**src/rtl/sram_mailbox_master.sv**
```systemverilog
// Mailbox master on the on-chip SRAM port: polls an HPS command word, streams its payload
// over valid/ready, then writes status and clears the command. Optional MBOX_TIMEOUT_EN aborts stalled beats.
module sram_mailbox_master #(
    parameter int unsigned READ_LATENCY = 1,
    parameter int unsigned CMD_ADDR     = 0,
    parameter int unsigned STATUS_ADDR  = 1,
    parameter int unsigned PAYLOAD_BASE = 2,
    parameter int unsigned MAX_LEN      = 256,
    parameter int unsigned POLL_GAP     = 16,
    parameter int unsigned TIMEOUT      = 65535
) (
    input  logic        clk,
    input  logic        reset_n,
    input  logic        enable,
    output logic [8:0]  sram_address,
    output logic        sram_clken,
    output logic        sram_chipselect,
    output logic        sram_write,
    input  logic [31:0] sram_readdata,
    output logic [31:0] sram_writedata,
    output logic [3:0]  sram_byteenable,
    output logic        out_valid,
    input  logic        out_ready,
    output logic [31:0] out_data,
    output logic [6:0]  out_opcode,
    output logic        out_last,
    output logic        busy,
    output logic [15:0] cmd_count
);

    localparam int unsigned AW  = 9;
    localparam int unsigned DW  = 32;
    localparam int unsigned LW  = 9;
    localparam int unsigned OPW = 7;
    localparam int unsigned CW  = 16;
    localparam int unsigned WW  = 2;
    localparam int unsigned GW  = (POLL_GAP < 1) ? 1 : $clog2(POLL_GAP + 1);

    typedef enum logic [3:0] {
        S_IDLE, S_POLL_RD, S_POLL_WAIT, S_GAP, S_PAY_RD,
        S_PAY_WAIT, S_PUSH, S_STAT_WR, S_CLR_WR
    } state_e;

    state_e         state_q, state_d;
    logic [WW-1:0]  wait_q, wait_d;
    logic [GW-1:0]  gap_q, gap_d;
    logic [OPW-1:0] opcode_q, opcode_d;
    logic [LW-1:0]  len_q, len_d;
    logic [LW-1:0]  idx_q, idx_d;
    logic           err_q, err_d;
    logic           out_valid_q, out_valid_d;
    logic [DW-1:0]  out_data_q, out_data_d;
    logic           out_last_q, out_last_d;
    logic           busy_q, busy_d;
    logic [CW-1:0]  cmd_count_q, cmd_count_d;
    logic [AW-1:0]  addr_q, addr_d;
    logic           cs_q, cs_d;
    logic           we_q, we_d;
    logic [DW-1:0]  wdata_q, wdata_d;
    logic           rd_done_c;
    logic           stall_hit_c;

`ifdef MBOX_TIMEOUT_EN
    localparam int unsigned SW = $clog2(TIMEOUT + 1);
    logic [SW-1:0] stall_q, stall_d;

    // Consecutive refused cycles of the current beat
    always_comb begin
        stall_d = '0;
        if (state_q == S_PUSH && !out_ready) stall_d = stall_q + SW'(1);
    end

    always_ff @(posedge clk or negedge reset_n) begin
        if (!reset_n) stall_q <= '0;
        else          stall_q <= stall_d;
    end

    assign stall_hit_c = (state_q == S_PUSH) && !out_ready && (stall_q == SW'(TIMEOUT - 1));
`else
    assign stall_hit_c = 1'b0;
`endif

    always_comb begin
        state_d     = state_q;
        wait_d      = '0;
        gap_d       = '0;
        opcode_d    = opcode_q;
        len_d       = len_q;
        idx_d       = idx_q;
        err_d       = err_q;
        out_valid_d = out_valid_q;
        out_data_d  = out_data_q;
        out_last_d  = out_last_q;
        cmd_count_d = cmd_count_q;
        rd_done_c   = (wait_q == WW'(READ_LATENCY - 1));

        unique case (state_q)
            S_IDLE:      if (enable) state_d = S_POLL_RD;
            S_POLL_RD:   state_d = S_POLL_WAIT;
            S_POLL_WAIT: begin
                if (!rd_done_c) begin
                    wait_d = wait_q + WW'(1);
                end else if (!sram_readdata[31]) begin
                    state_d = S_GAP;
                end else begin
                    opcode_d = sram_readdata[30:24];
                    len_d    = sram_readdata[8:0];
                    idx_d    = '0;
                    err_d    = 1'b0;
                    if (32'(sram_readdata[8:0]) > MAX_LEN) begin
                        err_d   = 1'b1;
                        state_d = S_STAT_WR;
                    end else if (sram_readdata[8:0] == '0) begin
                        state_d = S_STAT_WR;
                    end else begin
                        state_d = S_PAY_RD;
                    end
                end
            end
            S_PAY_RD:    state_d = S_PAY_WAIT;
            S_PAY_WAIT: begin
                if (!rd_done_c) begin
                    wait_d = wait_q + WW'(1);
                end else begin
                    out_valid_d = 1'b1;
                    out_data_d  = sram_readdata;
                    out_last_d  = (idx_q == LW'(len_q - LW'(1)));
                    state_d     = S_PUSH;
                end
            end
            S_PUSH: begin
                if (out_ready) begin
                    out_valid_d = 1'b0;
                    out_last_d  = 1'b0;
                    idx_d       = idx_q + LW'(1);
                    state_d     = out_last_q ? S_STAT_WR : S_PAY_RD;
                end else if (stall_hit_c) begin
                    out_valid_d = 1'b0;
                    out_last_d  = 1'b0;
                    err_d       = 1'b1;
                    state_d     = S_STAT_WR;
                end
            end
            S_STAT_WR:   state_d = S_CLR_WR;
            S_CLR_WR: begin
                cmd_count_d = cmd_count_q + CW'(1);
                state_d     = S_GAP;
            end
            S_GAP: begin
                gap_d = gap_q + GW'(1);
                if (gap_q == GW'(POLL_GAP)) begin
                    gap_d   = '0;
                    state_d = enable ? S_POLL_RD : S_IDLE;
                end
            end
            default:     state_d = S_IDLE;
        endcase

        // SRAM strobes and busy are registered images of the state being entered
        busy_d  = state_d inside {S_PAY_RD, S_PAY_WAIT, S_PUSH, S_STAT_WR, S_CLR_WR};
        cs_d    = 1'b0;
        we_d    = 1'b0;
        addr_d  = '0;
        wdata_d = '0;
        unique case (state_d)
            S_POLL_RD: begin
                cs_d   = 1'b1;
                addr_d = AW'(CMD_ADDR);
            end
            S_PAY_RD: begin
                cs_d   = 1'b1;
                addr_d = AW'(PAYLOAD_BASE) + idx_d;
            end
            S_STAT_WR: begin
                cs_d    = 1'b1;
                we_d    = 1'b1;
                addr_d  = AW'(STATUS_ADDR);
                wdata_d = {1'b1, err_d, opcode_d, 14'b0, idx_d};
            end
            S_CLR_WR: begin
                cs_d   = 1'b1;
                we_d   = 1'b1;
                addr_d = AW'(CMD_ADDR);
            end
            default: ;
        endcase
    end

    always_ff @(posedge clk or negedge reset_n) begin
        if (!reset_n) begin
            state_q     <= S_IDLE;
            wait_q      <= '0;
            gap_q       <= '0;
            opcode_q    <= '0;
            len_q       <= '0;
            idx_q       <= '0;
            err_q       <= 1'b0;
            out_valid_q <= 1'b0;
            out_data_q  <= '0;
            out_last_q  <= 1'b0;
            busy_q      <= 1'b0;
            cmd_count_q <= '0;
            addr_q      <= '0;
            cs_q        <= 1'b0;
            we_q        <= 1'b0;
            wdata_q     <= '0;
        end else begin
            state_q     <= state_d;
            wait_q      <= wait_d;
            gap_q       <= gap_d;
            opcode_q    <= opcode_d;
            len_q       <= len_d;
            idx_q       <= idx_d;
            err_q       <= err_d;
            out_valid_q <= out_valid_d;
            out_data_q  <= out_data_d;
            out_last_q  <= out_last_d;
            busy_q      <= busy_d;
            cmd_count_q <= cmd_count_d;
            addr_q      <= addr_d;
            cs_q        <= cs_d;
            we_q        <= we_d;
            wdata_q     <= wdata_d;
        end
    end

    assign sram_address    = addr_q;
    assign sram_clken      = cs_q;
    assign sram_chipselect = cs_q;
    assign sram_write      = we_q;
    assign sram_writedata  = wdata_q;
    assign sram_byteenable = {4{cs_q}};
    assign out_valid       = out_valid_q;
    assign out_data        = out_data_q;
    assign out_opcode      = opcode_q;
    assign out_last        = out_last_q;
    assign busy            = busy_q;
    assign cmd_count       = cmd_count_q;

endmodule

```
**config.mk**
```make
export PLATFORM = sky130hd
export DESIGN_NAME = sram_mailbox_master
export DESIGN_NICKNAME = d
export VERILOG_FILES = /design/src/rtl/sram_mailbox_master.sv
export SDC_FILE = /design/constraint.sdc
export NUM_CORES = 1
export LEC_CHECK = 0
export CORE_UTILIZATION = 40
export DETAILED_ROUTE_END_ITERATION = 8
export PLACE_DENSITY = 0.78
export SLEW_MARGIN = 40
export SYNTH_ARGS = -nofsm -noshare
export SYNTH_HDL_FRONTEND = slang
export SYNTH_SLANG_ARGS = --single-unit
```
**constraint.sdc**
```tcl
create_clock -name clk -period 5.2 [get_ports clk]
set_input_delay 1.04 -clock clk [delete_from_list [all_inputs] [get_ports clk]]
set_output_delay 1.04 -clock clk [all_outputs]
set_load 0.1 [all_outputs]
```
* Word level (Yosys, flattened, before mapping)
Cells that the tools add are included.
** Word-level totals
- Register bits :: 131
- Input bits :: 36
- Output and inout bits :: 106
** Cells by class
- Add/subtract/negate cells :: 6
- $lt $le $gt $ge :: 1
- Equal/unequal tests :: 18
- Mux-type cells :: 35
- Reduce and logical (&&, ||, !) cells :: 11
** Operators with widths (number)
- one-hot mux 4 bit (9 select lines) :: 1
- one-hot mux 9 bit (2 select lines) :: 2
- == test 4 x 3 -> 1 bit, second input constant :: 8
- two-way mux 32 bit :: 1
- two-way mux 9 bit :: 3
- two-way mux 7 bit :: 3
- two-way mux 4 bit :: 5
- adder 16 x 1 -> 16 bit, second input constant :: 1
- two-way mux 1 bit :: 10
- two-way mux 2 bit :: 5
- two-way mux 5 bit :: 2
- adder 2 x 9 -> 9 bit, first input constant :: 1
- adder 9 x 1 -> 9 bit, second input constant :: 1
- == test 9 bit :: 1
- greater-than comparator 9 bit, second input constant :: 1
- zero test 9 bit :: 1
- subtractor 9 x 1 -> 9 bit, second input constant :: 1
- == test 4 x 1 -> 1 bit, second input constant :: 2
- == test 4 x 2 -> 1 bit, second input constant :: 2
- == test 4 bit, second input constant :: 2
- AND reduction 3 bit :: 2
- adder 5 x 1 -> 5 bit, second input constant :: 1
- == test 5 bit, second input constant :: 1
- nonzero test 5 bit :: 1
- other kinds (10) :: 13

* Longest topological paths before layout
- Depth in word-level cells :: 9
- Mapped depth :: 11
- Depth with buffers taken out :: 10

* Least setup slack after synthesis
No wires, ideal clock.
- Path kind :: input port to flip-flop
- From :: input sram_readdata[1]
- To :: register addr_q[0], in the netlist sram_address[0]
- Setup time :: 0.131 ns
- Arrival :: 2.523 ns
- Required time :: 5.069 ns
- Path slack :: 2.546 ns
- Stages :: 9
- Buffers on the path :: 1
- Path through :: nor4_1 > nand2_1 > ha_1 > a31oi_1 > a221oi_2 > nand2_1 > nand3_1 > buf_2 > o21ai_0
** On the way
- Word-level cells in the longest chain between the ends :: 8
** RTL lines
- start, declared :: RTL line 19 : input logic [31:0] sram_readdata,
- branches (longest 2 deep; another with greater-than comparator 9 bit)
- two-way mux 2 bit * :: RTL line 110 : if (32'(sram_readdata[8:0]) > MAX_LEN) begin
- two-way mux 3 bit * :: RTL line 103 : end else if (!sram_readdata[31]) begin
- two-way mux 4 bit * :: RTL line 101 : if (!rd_done_c) begin
- one-hot mux 4 bit (9 select lines) * :: RTL line 97 : unique case (state_q)
- named net state_d[0] :: RTL line 44 : state_e state_q, state_d;
- == test 4 x 3 -> 1 bit :: RTL line 165 : unique case (state_d)
- one-hot mux 9 bit (2 select lines) * :: RTL line 165
- named net addr_d[0] :: RTL line 56 : logic [AW-1:0] addr_q, addr_d;
- end signal, assigned :: RTL line 220 : addr_q <= addr_d;
- end, declared :: RTL line 56
Mark *: on every way through the listed nets, which the timed path passes.
A chain may end at the register's enable or synchronous reset.

* Final worst setup path
- From :: input sram_readdata[1]
- To :: register we_q, in the netlist sram_write
** On the way
- Word-level cells in the longest chain between the ends :: 9
** RTL lines
- branches (longest 2 deep; another with greater-than comparator 9 bit)
- two-way mux 2 bit * :: RTL line 110
- two-way mux 3 bit * :: RTL line 103
- two-way mux 4 bit * :: RTL line 101
- one-hot mux 4 bit (9 select lines) * :: RTL line 97
- named net state_d[0] :: RTL line 44
- == test 4 x 3 -> 1 bit / == test 4 bit (equally long branches) :: RTL line 165
- OR reduction 2 bit (no line) *
- two-way mux 1 bit * :: RTL line 165
- named net we_d :: RTL line 58 : logic we_q, we_d;
- end signal, assigned :: RTL line 222 : we_q <= we_d;
- end, declared :: RTL line 58
Marks and branches as above.

==> results.json <==
{
  "synth-main-ff-cell": "dfrtp_1",
  "rsz0062_at_grt": "no",
  "fin_area_sq_um": 6850,
  "die_h_microns": 118,
  "fill_cells": 1129,
  "path_class": "in2reg",
  "clkLatencyLatePin_ns": 0.41,
  "io_pins": 142,
  "synthTopCellsByArea": "dfrtp_1, mux2_2, xnor2_1, buf_4, ha_1",
  "dp_hpwl_microns": 7900,
  "grt_pass1_vias": 3813,
  "syn_area_per_cell_sq_um": 12.0,
  "ant_nets": 0,
  "critical-path-max-stage-delay_ns": 0.46,
  "worst_pin_slew_ns": 0.692,
  "synthToLayoutAreaGrowth_pct": 27.8,
  "cts.sinks": 117,
  "grt_max_degree": 77,
  "drc": 0,
  "finalCriticalPeriod_ns": 3.15,
  "synth_edf_count": 0,
  "port_buffers": 127,
  "crit_path_top_delay_cell": "clkdlybuf4s50_1",
  "ctsResizeCount": 0,
  "initial_core_util_pct": 41.8,
  "finalCritPeriodShare_pct": 60.6,
  "drtPass1Iterations": 4,
  "yosysWarnings": 0,
  "synth_seq_cells": 117,
  "place_area_sq_um": 6220,
  "slew_headroom_pct": 53.9,
  "setup_viol": 0,
  "netlist_instances": 446,
  "clock_path_buffers": 2,
  "synthArstFlopShare_pct": 100,
  "vias_per_cell": 5.00,
  "finalHoldViolCount": 0,
  "worst_ep_required_time_ns": 5.46,
  "antenna_cells": 0,
  "dieArea_sq_um": 13900,
  "htreeDepth": 4,
  "via_count": 3787,
  "ys_seq_area_share_pct": 54.6,
  "endpoint_kind": "flop",
  "post-cts-setup-buffers": 0,
  "setup.worst_path.start_class": "input pin",
  "synth_top_area_cell": "dfrtp_1",
  "hold_path_class": "reg2reg",
  "status": "completed",
  "final_layout_size_suffix_gt1_share_pct": 33.0,
  "synth.distinct_cells": 63,
  "clock.fmax_mhz": 317,
  "rows": 41,
  "clk_pin_slew_ns": 0.05,
  "cp_max_fo": 20,
  "drt_iter0_drc": 164,
  "grtUsageTotal_pct": 17.1,
  "cts_tree": "done",
  "antenna_found_initial": 0,
  "cap_viol_max_count": 0,
  "report.final.slew_viol_count": 0,
  "critPathMostFrequentCell": "nand2_1",
  "cp.arrival_ns": 3.41,
  "synth_top_area_share_pct": 54.6,
  "cts_buffers": 17,
  "nets": 617,
  "die_w_microns": 118,
  "path_cells": "clkdlybuf4s50_1, nor4_1, nand2_1, ha_1, a31oi_1, a221oi_2, nand2_1, nand3_2, o21ai_0",
  "overflow": 0,
  "cts-root-buf": "clkbuf_16",
  "wl_microns": 11100,
  "coreArea_sq_um": 12800,
  "hold_buffers": 0,
  "wl_per_cell_microns": 14.7,
  "gp_congestion": 0.865,
  "skew_ns": 0.00573,
  "syn-cell-area_sq_um": 5360,
  "holdWs_ns": 0.472,
  "grt_pass1_wl_microns": 18700,
  "fin_setup_tns_ns": 0
}
## cells in the final DEF (no fill, tap or decap), types with 7 or more instances in the layout
master / count
a21oi_1: 8
and3_1: 7
buf_2: 92
clkbuf_16: 17
clkdlybuf4s50_1: 34
conb_1: 14
dfrtp_1: 117
ha_1: 9
inv_1: 13
mux2_2: 48
nand2_1: 22
nand2b_1: 7
nand3_1: 13
nand4_1: 7
nor2_1: 25
nor2b_1: 14
nor3_1: 12
o21ai_0: 12
xnor2_1: 21
xor2_1: 10
## critical path, delay by kind of cell
family / cells / cell delay, ns
adder cells (fa/ha/maj): 1 / 0.30
buffers and inverters: 1 / 0.46
AND/OR/NAND/NOR: 4 / 1.00
AO/OA/AOI/OAI: 3 / 0.62
## flip-flops by register name (all words and copies together) (netlist names), 5 cells and up
| signal | flops |
|---|---|
| cmd_count | 16 |
| gap_q | 5 |
| idx_q | 9 |
| len_q | 9 |
| out_data | 32 |
| out_opcode | 7 |
| sram_address | 9 |
| sram_writedata | 18 |
## worst paths after layout
check / from / endpoint / slack [ns] / depth (start not counted)
max: sram_readdata[1] / sram_write / 2.05 / 9
min: cmd_count[15] / cmd_count[15] / 0.47 / 1
max reg2reg: state_q[2] / sram_address[7] / 2.31 / 9
min reg2reg: cmd_count[15] / cmd_count[15] / 0.47 / 1
max in group asynchronous: reset_n / out_data[11] / 3.55 / 2
min in group asynchronous: reset_n / out_opcode[5] / 0.64 / 1
## layout make-up
cell class | instances | area [sq um] | area share [%]
sequential | 117 | 2930 | 42.7
multi-input combinational | 293 | 2200 | 32.2
timing repair buffer | 130 | 835 | 12.2
clock buffer | 23 | 498 | 7.27
tap | 172 | 215 | 3.14
clock inverter | 9 | 123 | 1.79
inverter | 13 | 48.8 | 0.712
## cell usage after synthesis (all sizes together), types with 3 or more instances
cell type  count
nand2b         7
ha             9
and3           7
buf           35
nor2b         14
nand4          9
nor2          25
inv           13
dfrtp        117
nand2         23
mux2          48
a21oi          8
a21o           3
xnor2         21
nand3         18
o21ai         12
nor4           4
or4            4
xor2          10
and2           5
nor3          12
## through the flow
stage	worst slack [ns]	util, %	instances
2_1_floorplan	2.55	-	459
3_3_place_gp	1.39	52.0	725
3_5_place_dp	1.28	48.5	725
4_1_cts	1.71	53.3	757
5_1_grt	1.88	53.4	757
6_report	2.05	53.4	757
## cells by family after synthesis
family | Yosys count | synth area share [%]
other | 1 | 0.0700
DFF | 117 | 54.6
adders and majority gates | 9 | 2.10
xor gates and xnor gates | 31 | 5.07
AOI/OAI and AO/OA | 42 | 5.51
buffers and inverters | 49 | 5.39
muxes | 50 | 10.5
and+or+nand+nor | 147 | 16.8
## per-layer routing
metal / global-route usage (%) / share of wire [%] / up-vias / wire length [microns]
met3: 5.52 / 5.1 / 21 / 568
met2: 28.5 / 51 / 107 / 5620
met5: 0 / 0 / - / 0
met1: 19.9 / 42 / 1886 / 4650
met4: 8.09 / 2.3 / 0 / 255
li1: - / - / 1773 / -
Power is not shown: default switching activity piles up to over one toggle a cycle in this logic, so the estimate is an artifact.
